--- src/rtl/aes_ctrl_pkg.sv ---
// Shared types and constants for the AES-128 round sequencer.
// Latency: n/a (types, constants and a pure function only).
// Backpressure: n/a.
package aes_ctrl_pkg;

  typedef enum logic [2:0] {
    IDLE,
    LOADING,
    INIT,
    ROUND,
    DONE
  } aes_ctrl_state_t;

  localparam logic [7:0] RCON_INIT = 8'h01;
  localparam logic [7:0] RCON_POLY = 8'h1B;

  // Multiply by x in GF(2^8), reducing modulo the AES polynomial.
  function automatic logic [7:0] xtime(input logic [7:0] b);
    return {b[6:0], 1'b0} ^ (b[7] ? RCON_POLY : 8'h00);
  endfunction

endpackage

--- src/rtl/sync_edge.sv ---
// Multi-flop synchronizer for an asynchronous strobe, with rise/fall pulses.
// Latency: STAGES cycles pin-to-level; edges are one cycle wide after that.
// Backpressure: none; the input is sampled every clk cycle.
module sync_edge #(
  parameter int STAGES = 2
) (
  input  logic clk,
  input  logic reset,
  input  logic din,
  output logic dout,
  output logic rise,
  output logic fall
);

  logic [STAGES-1:0] sync_q;
  logic [STAGES-1:0] sync_d;
  logic              prev_q;
  logic              prev_d;

  // Shift the pin into the chain; remember the last synchronized level.
  always_comb begin
    sync_d = {sync_q[STAGES-2:0], din};
    prev_d = sync_q[STAGES-1];
  end

  // Synchronizer chain and edge-detect history register.
  always_ff @(posedge clk or posedge reset) begin
    if (reset) begin
      sync_q <= '0;
      prev_q <= 1'b0;
    end else begin
      sync_q <= sync_d;
      prev_q <= prev_d;
    end
  end

  assign dout = sync_q[STAGES-1];
  assign rise = ~prev_q & dout;
  assign fall = prev_q & ~dout;

endmodule

--- src/rtl/aes_round_ctrl.sv ---
// Iterative AES-128 round sequencer: INIT AddRoundKey, rounds 1..NR, then done.
// Latency: NR+2 clk cycles from the synchronized load falling edge to done.
// Backpressure: optional stall input (macro AES_ROUND_CTRL_STALL_EN) freezes the sequence.
module aes_round_ctrl
  import aes_ctrl_pkg::*;
#(
  parameter int NR          = 10,
  parameter int SYNC_STAGES = 2
) (
  input  logic       clk,
  input  logic       reset,
  input  logic       load,
`ifdef AES_ROUND_CTRL_STALL_EN
  input  logic       stall,
`endif
  output logic [3:0] round_num,
  output logic       sel_initial,
  output logic       state_en,
  output logic       key_en,
  output logic       last_round,
  output logic [7:0] rcon,
  output logic       busy,
  output logic       done
);

  localparam logic [3:0] NR_L = 4'(NR);

  logic load_s;
  logic load_rise;
  logic load_fall;
  logic stall_in;

`ifdef AES_ROUND_CTRL_STALL_EN
  assign stall_in = stall;
`else
  assign stall_in = 1'b0;
`endif

  sync_edge #(
    .STAGES (SYNC_STAGES)
  ) u_load_sync (
    .clk   (clk),
    .reset (reset),
    .din   (load),
    .dout  (load_s),
    .rise  (load_rise),
    .fall  (load_fall)
  );

  aes_ctrl_state_t state_q, state_d;
  logic [3:0]      round_q, round_d;
  logic [7:0]      rcon_q, rcon_d;
  logic            hold;
  logic            sel_initial_q, sel_initial_d;
  logic            en_q, en_d;
  logic            last_round_q, last_round_d;
  logic            busy_q, busy_d;
  logic            done_q, done_d;

  // Next state, round counter and Rcon. While INIT/ROUND are active load_s was
  // low the cycle before, so a high load_s there is always a rising edge.
  always_comb begin
    state_d = state_q;
    round_d = round_q;
    rcon_d  = rcon_q;
    hold    = 1'b0;
    case (state_q)
      IDLE: begin
        if (load_s) state_d = LOADING;
      end
      LOADING: begin
        if (load_fall) state_d = INIT;
      end
      INIT: begin
        if (load_rise) begin
          state_d = LOADING;
          round_d = '0;
          rcon_d  = '0;
        end else if (stall_in) begin
          hold = 1'b1;
        end else begin
          state_d = ROUND;
          round_d = 4'd1;
          rcon_d  = RCON_INIT;
        end
      end
      ROUND: begin
        if (load_rise) begin
          state_d = LOADING;
          round_d = '0;
          rcon_d  = '0;
        end else if (stall_in) begin
          hold = 1'b1;
        end else if (round_q == NR_L) begin
          state_d = DONE;
          rcon_d  = '0;
        end else begin
          round_d = round_q + 4'd1;
          rcon_d  = xtime(rcon_q);
        end
      end
      DONE: begin
        if (load_s) begin
          state_d = LOADING;
          round_d = '0;
        end
      end
      default: begin
        state_d = IDLE;
        round_d = '0;
        rcon_d  = '0;
      end
    endcase
  end

  // Moore outputs decoded from the next state so they register alongside it.
  always_comb begin
    sel_initial_d = (state_d == INIT);
    busy_d        = (state_d == INIT) || (state_d == ROUND);
    en_d          = busy_d && !hold;
    last_round_d  = (state_d == ROUND) && (round_d == NR_L);
    done_d        = (state_d == DONE);
  end

  // State, counter and output registers; reset aborts from any state.
  always_ff @(posedge clk or posedge reset) begin
    if (reset) begin
      state_q       <= IDLE;
      round_q       <= '0;
      rcon_q        <= '0;
      sel_initial_q <= 1'b0;
      en_q          <= 1'b0;
      last_round_q  <= 1'b0;
      busy_q        <= 1'b0;
      done_q        <= 1'b0;
    end else begin
      state_q       <= state_d;
      round_q       <= round_d;
      rcon_q        <= rcon_d;
      sel_initial_q <= sel_initial_d;
      en_q          <= en_d;
      last_round_q  <= last_round_d;
      busy_q        <= busy_d;
      done_q        <= done_d;
    end
  end

  assign round_num   = round_q;
  assign rcon        = rcon_q;
  assign sel_initial = sel_initial_q;
  assign state_en    = en_q;
  assign key_en      = en_q;
  assign last_round  = last_round_q;
  assign busy        = busy_q;
  assign done        = done_q;

endmodule

--- config.mk ---
export PLATFORM = sky130hd
export DESIGN_NAME = aes_round_ctrl
export DESIGN_NICKNAME = d
export VERILOG_FILES = /design/src/rtl/aes_ctrl_pkg.sv /design/src/rtl/sync_edge.sv /design/src/rtl/aes_round_ctrl.sv
export SDC_FILE = /design/constraint.sdc
export NUM_CORES = 1
export LEC_CHECK = 0
export CORE_MARGIN = 2
export CORE_UTILIZATION = 30
export CTS_BUF_LIST = sky130_fd_sc_hd__clkbuf_4
export DETAILED_ROUTE_END_ITERATION = 8
export SYNTH_ARGS = -nofsm -noshare
export SYNTH_HDL_FRONTEND = slang
export SYNTH_SLANG_ARGS = --single-unit
--- constraint.sdc ---
create_clock -name clk -period 2.45 [get_ports clk]
set_input_delay 0.3675 -clock clk [delete_from_list [all_inputs] [get_ports clk]]
set_output_delay 0.3675 -clock clk [all_outputs]
set_load 0.05 [all_outputs]
==> results of run 1 <==
==> sequential cells by signal (all words and copies together), names as in the netlist <==
register,count
u_load_sync.prev_q,1
busy,1
u_load_sync.sync_q,2
done,1
rcon,8
sel_initial,1
last_round,1
state_q,3
round_num,4
==> cells in the mapped netlist, drive strengths merged (2+ instances only) <==
| library cell | number |
|---|---|
| a211o | 2 |
| nand2 | 6 |
| a21oi | 3 |
| a31oi | 2 |
| buf | 5 |
| xor2 | 3 |
| ha | 2 |
| and3 | 2 |
| nand3 | 3 |
| a22o | 8 |
| o21ai | 4 |
| o22ai | 3 |
| dfrtp | 22 |
| inv | 4 |
| nor2 | 4 |
==> stage by stage <==
step           hold WS, ps  worst slack, ps  instances
2_1_floorplan        331.2            488.9         84
3_3_place_gp         336.3            737.1        144
3_5_place_dp         335.5            691.1        144
4_1_cts              366.1            415.7        148
5_1_grt              377.2            363.2        148
6_report             361.2            448.3        148
==> worst max-delay path by stage <==
stage	start	to	cells after the start
2_1_floorplan	round_num[0]	last_round	8
3_3_place_gp	round_num[0]	last_round	7
3_5_place_dp	round_num[0]	last_round	6
4_1_cts	rcon[7]	rcon[7]	1
5_1_grt	rcon[7]	rcon[7]	1
6_report	rcon[7]	rcon[7]	1
==> cell type report <==
class / instances / area [sq um]
Clock buffer: 3 / 22.52
Clock inverter: 1 / 30.03
Fill cell: 339 / 1839
Inverter: 4 / 15.01
Multi-Input combinational cell: 53 / 382.9
Sequential cell: 22 / 550.5
Tap cell: 44 / 55.05
Timing Repair Buffer: 21 / 207.7
==> layer usage <==
metal  global-route usage  wire length, microns
met3              0.03782                    83
met1               0.1487                   852
met5                    0                     0
met2               0.1744                   956
met4              0.02736                    15
==> power by group through the flow <==
stage	Sequential (mW)	Clock (mW)	Combinational (mW)
2_1_floorplan	0.562	0	0.134
3_3_place_gp	0.459	0	0.338
3_5_place_dp	0.461	0	0.341
4_1_cts	0.454	0.284	0.341
5_1_grt	0.461	0.297	0.359
6_report	0.454	0.270	0.338
==> kinds of logic (layout without fill, tap and decap cells) <==
family / Yosys count / in the layout / synth area share
AOI/OAI and AO/OA: 25 / 25 / 0.1864
xor gates and xnor gates: 3 / 3 / 0.02645
adders and majority gates: 2 / 2 / 0.02518
buffers and inverters: 9 / 29 / 0.06045
DFF: 22 / 22 / 0.5542
and+or+nand+nor: 23 / 23 / 0.1474
==> results.tsv, run 1 <==
metric	value	unit
dpl.hpwl	1366	microns
syn-num-nets	89	
reg2reg_depth	5	
synth.area.top_cells	dfrtp_1 55%, a22o_1 6.2%, xor2_1 2.6%	
p_seq_frac	0.428	
ir_drop	453.4	uV
async_reset_ff_frac	1.000	
critPathKind	flip-flop to output pin	
drt_iter0_markers	6	
slowest_stage	clkdlybuf4s50_1	
synth_top_cell_area_share	0.5542	
yosysTopAreaCell	dfrtp_1	
clock_skew	2.516	ps
arrival	1630	ps
die_area	3788	sq um
slowest_delay	850	ps
maxCapViolCount	0	
syn2layout_area_growth	27.20	%
cts.clk_slew.worst_paths	120	ps
p_per_area	840.4	nW/um^2
rrSetupSlack	670	ps
ant_nets	0	
synth_enable_flop_cells	0	
reg2reg_from	state_q[1]	
tightest_slew	599.5	ps
slew_headroom	0.6004	
path_cells	clkdlybuf4s50_1	
grt_pass1_vias	650	
placed_area	1211	sq um
final_layout_size_suffix_gt1_frac	0.1250	
cts_tree	yes	
p_leak	0.5695	nW
cts-resized-gates	0	
final_cell_mix	22 x dfrtp_1, 20 x clkdlybuf4s50_1, 7 x a22o_1, 5 x nand2_1, 4 x inv_1	
swShare	0.3552	
power.total	1.062	mW
wirelength	1908	microns
ys.flop_type	dfrtp_1	
clock_sinks	22	
antenna_cells	0	
die_w	61.55	microns
syn_area	993.5	sq um
period_share	0.8170	
tns	0	ps
hp-start	u_load_sync.sync_q[0]	
first_pass_iters	4	
post-route-min-period	2002	ps
start_util	0.3202	
design_area	1264	sq um
route.vias.total	716	
cts.htree.levels	1	
cts.path.max_buffers	2	
post_cts_buffers	0	
antenna_found_initial	0	
hold_class	flip-flop to flip-flop	
hold_end	u_load_sync.sync_q[1]	
fin_util	0.4073	
gp_congestion	0.8914	
ys_seq_area_frac	0.5542	
holdBufCountCts	0	
layout_commonest_cell	dfrtp_1	
clock_latency	300	ps
drc	0	
intPower	684.7	uW
holdPathStages	0	
ys_types	33	
track_usage	0.1113	
critPathLaunchType	flip-flop	
cts_buffers	3	
grt_start_max_net_pins	23	
port_buffers	20	
switchingPower	377.3	uW
synth_warnings	0	
core_area	3103	sq um
pwr-share-clk	0.254	
rsz0062_at_grt	false	
num_rows	20	
fmax	499.6	MHz
pwr-share-comb	0.318	
postSynthAreaPerCell	11.83	sq um
path_delay_family	buffers and inverters	
nets	110	
critical_path_buf_inv_count	1	
wire_per_inst	12.89	microns
hold_viol_final	0	
io_pins	21	
critPathMaxFanout	6	
die_y	61.55	microns
grt_pass1_wl	3070	microns
vias_per_cell	4.838	
drv_slew	0	
cp-end-kind	output pin	
ys_ff_latch	22	
synthCells	84	
worstPathRequired	2080	ps
grt_overflow	0	
status	complete, no violations	
cts-root-buf	clkbuf_4	
worst_r2r_endpoint	last_round	
setup_viol	0	
No activity file was read; power rests on OpenSTA's default activity.
==> run 2: changes to the inputs <==
==> constraint.sdc (replaced) <==
create_clock -name clk -period 2 [get_ports clk]
set_input_delay 0.3 -clock clk [delete_from_list [all_inputs] [get_ports clk]]
set_output_delay 0.3 -clock clk [all_outputs]
set_load 0.05 [all_outputs]
==> run 2 against run 1 <==
  * Sequential power is 22% higher
  * Critical path depth stayed put
  * Routed wire length is 1.7% lower
  * Clock skew hardly changed
  * Flip-flop and latch count stayed put
  * Critical endpoint unchanged
  * Highest routed layer unchanged
==> results.tsv, run 2 (synthesis gave the netlist of run 1 again) <==
metric	value	unit
status	complete, no violations	
final_layout_size_suffix_gt1_frac	0.1321	
nets	112	
p_per_area	939.3	nW/um^2
cp-end-kind	output pin	
io_pins	21	
regArea	550.5	sq um
period_share	0.9645	
critical_path_buf_inv_count	1	
power.total	1.176	mW
die_w	61.55	microns
p_leak	0.5671	nW
post_cts_buffers	0	
path_cells	clkdlybuf4s50_1	
drc	0	
largest_reg_flops	8	
drt_iter0_markers	17	
dpl.hpwl	1351	microns
gp_congestion	0.7823	
critPathLaunchType	flip-flop	
path_delay_family	buffers and inverters	
port_buffers	20	
final_cell_mix	22 x dfrtp_1, 20 x clkdlybuf4s50_1, 7 x a22o_1, 5 x nand2_1, 4 x inv_1	
maxCapViolCount	0	
arrival	1630	ps
pre_cts_slack	357.4	ps
hold_class	input pin to asynchronous set/reset pin	
setup_ws	71.07	ps
cts_buffers	3	
first_pass_iters	4	
multiInputGateArea	382.9	sq um
fin_util	0.4036	
cts_tree	yes	
antenna_cells	0	
grt_start_max_net_pins	23	
drv_slew	0	
critPathKind	flip-flop to output pin	
grt_pass1_wl	3105	microns
clock_skew	2.616	ps
tightest_slew	616.3	ps
layout_commonest_cell	dfrtp_1	
clock_sinks	22	
grt_overflow	0	
num_rows	20	
worstPathRequired	1700	ps
grt_pass1_vias	695	
cts-root-buf	clkbuf_4	
clock_latency	300	ps
hold_viol_final	0	
vias_per_cell	4.680	
slew_headroom	0.5891	
wirelength	1876	microns
setup_viol	0	
antenna_found_initial	0	
cts.clk_slew.worst_paths	120	ps
critPathMaxFanout	6	
cts-resized-gates	0	
fill_cells	336	
holdBufCountCts	0	
die_y	61.55	microns
die_area	3788	sq um
fmax	518.4	MHz
ir_drop	304.4	uV
slowest_delay	850	ps
start_util	0.3202	
wire_per_inst	12.51	microns
syn2layout_area_growth	26.07	%
tns	0	ps
core_area	3103	sq um
slowest_stage	clkdlybuf4s50_1	
cts.path.max_buffers	2	
route.vias.total	702	
ant_nets	0	
cts.htree.levels	1	
post-route-min-period	1929	ps
rsz0062_at_grt	false	
track_usage	0.1116	
## run 2: cell types whose count changed in the layout (fill, tap and decap cells not counted)
cell / previous run / this run
bufinv_16: 1 / 0
clkinv_1: 0 / 1
buf_4: 1 / 3
## run 2: worst paths after layout
path                                        from                     to  slack (ps)  cells past startpoint
max                                      rcon[7]                rcon[7]          70                      1
min                                        reset             state_q[1]         320                      3
max reg2reg                         round_num[0]             last_round         330                      7
min reg2reg                u_load_sync.sync_q[0]  u_load_sync.sync_q[1]         370                      0
max in group asynchronous                  reset                rcon[6]        1470                      3
min in group clk           u_load_sync.sync_q[0]  u_load_sync.sync_q[1]         370                      0
## run 2: layout make-up
| class | count | share of cell area |
|---|---|---|
| Tap cell | 44 | 0.04396 |
| Clock buffer | 3 | 0.01798 |
| Sequential cell | 22 | 0.4396 |
| Multi-Input combinational cell | 53 | 0.3057 |
| Clock inverter | 1 | 0.002997 |
| Timing Repair Buffer | 23 | 0.1778 |
| Inverter | 4 | 0.01199 |
## run 2: power by group
part	internal [mW]	switching (mW)	total [mW]
clock	0.0727	0.129	0.202
combinational	0.149	0.273	0.422
sequential	0.492	0.0608	0.553
total	0.713	0.463	1.18
## run 2: routing by layer
metal,vias to the layer above,wire (microns),track usage
li1,346,-,-
met1,345,889,0.1457
met2,9,906,0.1789
met3,2,63,0.01891
met4,0,15,0.05471
met5,-,0,0
## run 2: stage by stage
step	hold WS (ps)	cells	cell area [sq um]
2_1_floorplan	289.2	84	993.5
3_3_place_gp	332.4	146	1226
3_5_place_dp	346.5	146	1226
4_1_cts	326.6	150	1252
5_1_grt	348.1	150	1252
6_report	320.7	150	1252
==> run 3: changes to the inputs <==
--- a/config.mk
+++ b/config.mk
@@ -5,10 +5,12 @@
 export SDC_FILE = /design/constraint.sdc
 export NUM_CORES = 1
 export LEC_CHECK = 0
+export ABC_AREA = 1
 export CORE_MARGIN = 2
 export CORE_UTILIZATION = 30
 export CTS_BUF_LIST = sky130_fd_sc_hd__clkbuf_4
 export DETAILED_ROUTE_END_ITERATION = 8
+export GPL_ROUTABILITY_DRIVEN = 0
 export SYNTH_ARGS = -nofsm -noshare
 export SYNTH_HDL_FRONTEND = slang
 export SYNTH_SLANG_ARGS = --single-unit
==> constraint.sdc (replaced) <==
create_clock -name clk -period 1.65 [get_ports clk]
set_input_delay 0.2475 -clock clk [delete_from_list [all_inputs] [get_ports clk]]
set_output_delay 0.2475 -clock clk [all_outputs]
set_load 0.05 [all_outputs]
==> run 3 against run 2 <==
  * Combinational power rose to 3.0 times the previous value
  * Cell count grew 28%
  * Routed wire length increased by 13%
  * Synthesized cell count grew 44%
  * Setup slack improved by 110 ps
  * Sequential share of layout area down 3.1 points
  * Register-to-register slack got worse by 150 ps
  * Worst hold slack got worse by 79 ps
  * Power up 95%
  * Sequential power is 42% higher
  * Critical endpoint is now rcon[7]
  * Largest cell class unchanged
==> results.tsv, run 3 <==
metric	value	unit
status	complete, no violations	
die_area	4144	sq um
cts.htree.levels	1	
synthSimpleGateAreaFrac	0.2723	
ys_seq_area_frac	0.5034	
wirelength	2122	microns
antenna_found_initial	0	
postSynthAreaPerCell	9.038	sq um
design_area	1350	sq um
critPathMaxFanout	8	
holdBufCountCts	0	
path_cells	inv_1 > ha_1 > nand3_1 > nand3_2 > buf_4 > o32ai_1	
ir_drop	538.6	uV
rsz0062_at_grt	false	
synth_adder_area_share	0.02288	
cts_buffers	3	
core_area	3416	sq um
route.vias.total	880	
num_rows	21	
ys_ff_latch	22	
post-route-min-period	1470	ps
clock_sinks	22	
fmax	680.5	MHz
placed_area	1324	sq um
synth_top_cell_area_share	0.5034	
slowest_stage	dfrtp_2	
first_pass_iters	4	
cts-root-buf	clkbuf_4	
critical_path_buf_inv_count	2	
io_pins	21	
critPathLaunchType	flip-flop	
worst_r2r_endpoint	rcon[7]	
dpl.hpwl	1640	microns
setup_ws	180.5	ps
clock_latency	310	ps
grt_pass1_wl	3574	microns
largest_reg_flops	8	
cp-end-kind	flip-flop	
synth_warnings	0	
grt-busiest-layer	met2	
antenna_cells	0	
maxCapViolCount	0	
cts_tree	yes	
die_y	64.38	microns
hold_viol_final	0	
worstPathRequired	1860	ps
tns	0	ps
yosysTopAreaCell	dfrtp_1	
grt_pass1_vias	797	
synth.area.top_cells	dfrtp_1 50%, nand2_1 6.5%, inv_1 5.8%	
hold_class	input pin to asynchronous set/reset pin	
synth_enable_flop_cells	0	
tightest_slew	351.7	ps
arrival	1680	ps
cts.path.max_buffers	2	
port_buffers	20	
reg2reg_depth	6	
nets	152	
wire_per_inst	11.05	microns
period_share	0.8906	
start_util	0.3201	
ys.flop_type	dfrtp_1	
muxShareOfSynthArea	0	
p_per_area	1700	nW/um^2
drv_slew	0	
grt_start_max_net_pins	23	
synth-compound-area-share	0.08124	
ys_types	24	
path_delay_family	flip-flops	
setup_viol	0	
pre_cts_slack	211.0	ps
drt_iter0_markers	10	
power.total	2.295	mW
ant_nets	0	
clock_skew	7.798	ps
cts-resized-gates	0	
track_usage	0.1121	
slew_headroom	0.7647	
cts.clk_slew.worst_paths	130	ps
synth_xor_area_frac	0.02403	
critPathKind	flip-flop to flip-flop	
p_leak	0.6746	nW
synth_top_family_by_area	simple AND/OR/NAND/NOR gates	
final_layout_size_suffix_gt1_frac	0.2945	
final_cell_mix	21 x dfrtp_1, 21 x buf_4, 19 x nand2_1, 17 x inv_1, 10 x nor2_1	
vias_per_cell	4.583	
drc	0	
synthCells	121	
syn_area	1094	sq um
slowest_delay	380	ps
grt_util_met1	0.1367	
reg2reg_from	round_num[0]	
yosys.cell_count.top_type	dfrtp_1	
post_cts_buffers	0	
syn2layout_area_growth	23.45	%
rrSetupSlack	180	ps
grt_overflow	0	
async_reset_ff_frac	1.000	
die_w	64.38	microns
met2_usage	0.1849	
synth.top_cells.by_count	22 x dfrtp_1, 19 x nand2_1, 17 x inv_1, 10 x nor2_1, 8 x nand3_1	
syn-num-nets	126	
grt_use_met3	0.01585	
run 3: cell count changes in the layout (fill, tap and decap cells not counted), sizes merged, moves of 3 or more:
cell	delta
a22o	-8
buf	+19
clkdlybuf4s50	-18
inv	+16
nand2	+17
nand3	+7
nand4	+4
nor2	+12
o32ai	+3
xnor2	+3
xor2	-3
run 3: cell families (layout without fill, tap and decap cells):
kind of cell / Yosys count / in the layout
flops: 22 / 22
compound gates: 14 / 14
fa+ha+maj: 2 / 2
buf+inv: 24 / 49
simple gates: 56 / 56
xor+xnor: 3 / 3
run 3: metrics by stage:
stage / hold WS (ps) / utilization / instances
after floorplan: 236.7 / - / 121
after global placement: 337.8 / 0.3875 / 188
after detailed placement: 351.0 / 0.3875 / 188
after CTS: 256.9 / 0.3952 / 192
after global routing: 264.7 / 0.3952 / 192
final: 241.5 / 0.3952 / 192
run 3: worst register-to-register path, delay by kind of cell, from the launching register on:
kind	cells	cell delay [ps]
AOI/OAI and AO/OA	1	230
adders and majority gates	1	210
and+or+nand+nor	2	280
DFF	1	380
buffers and inverters	2	260
run 3: layer usage:
| layer | up-vias | share of wire |
|---|---|---|
| li1 | 445 | - |
| met1 | 418 | 0.45 |
| met2 | 13 | 0.49 |
| met3 | 4 | 0.026 |
| met4 | 0 | 0.028 |
| met5 | - | 0 |
run 3: worst max path at each step:
stage,depth (start not counted),end,slack [ps],start
after CTS,6,rcon[7],180,round_num[0]
after global routing,8,last_round,30,round_num[0]
final,6,rcon[7],180,round_num[0]
after global placement,7,last_round,260,u_load_sync.sync_q[1]
after detailed placement,6,rcon[7],210,round_num[0]
after floorplan,7,last_round,8,round_num[1]
run 3: power breakdown:
part	internal, mW	switching [mW]
logic	0.415	0.833
registers	0.661	0.127
clock network	0.0885	0.170
total	1.17	1.13
run 3: final cells by class:
type | instances | area [sq um]
inverters | 21 | 78.83
flip-flops and latches | 22 | 551.8
repair buffers | 24 | 197.7
well taps | 46 | 57.56
clock buffers | 3 | 22.52
fillers | 360 | 2066
multi-input cells | 75 | 437.9
clock inverters | 1 | 3.754
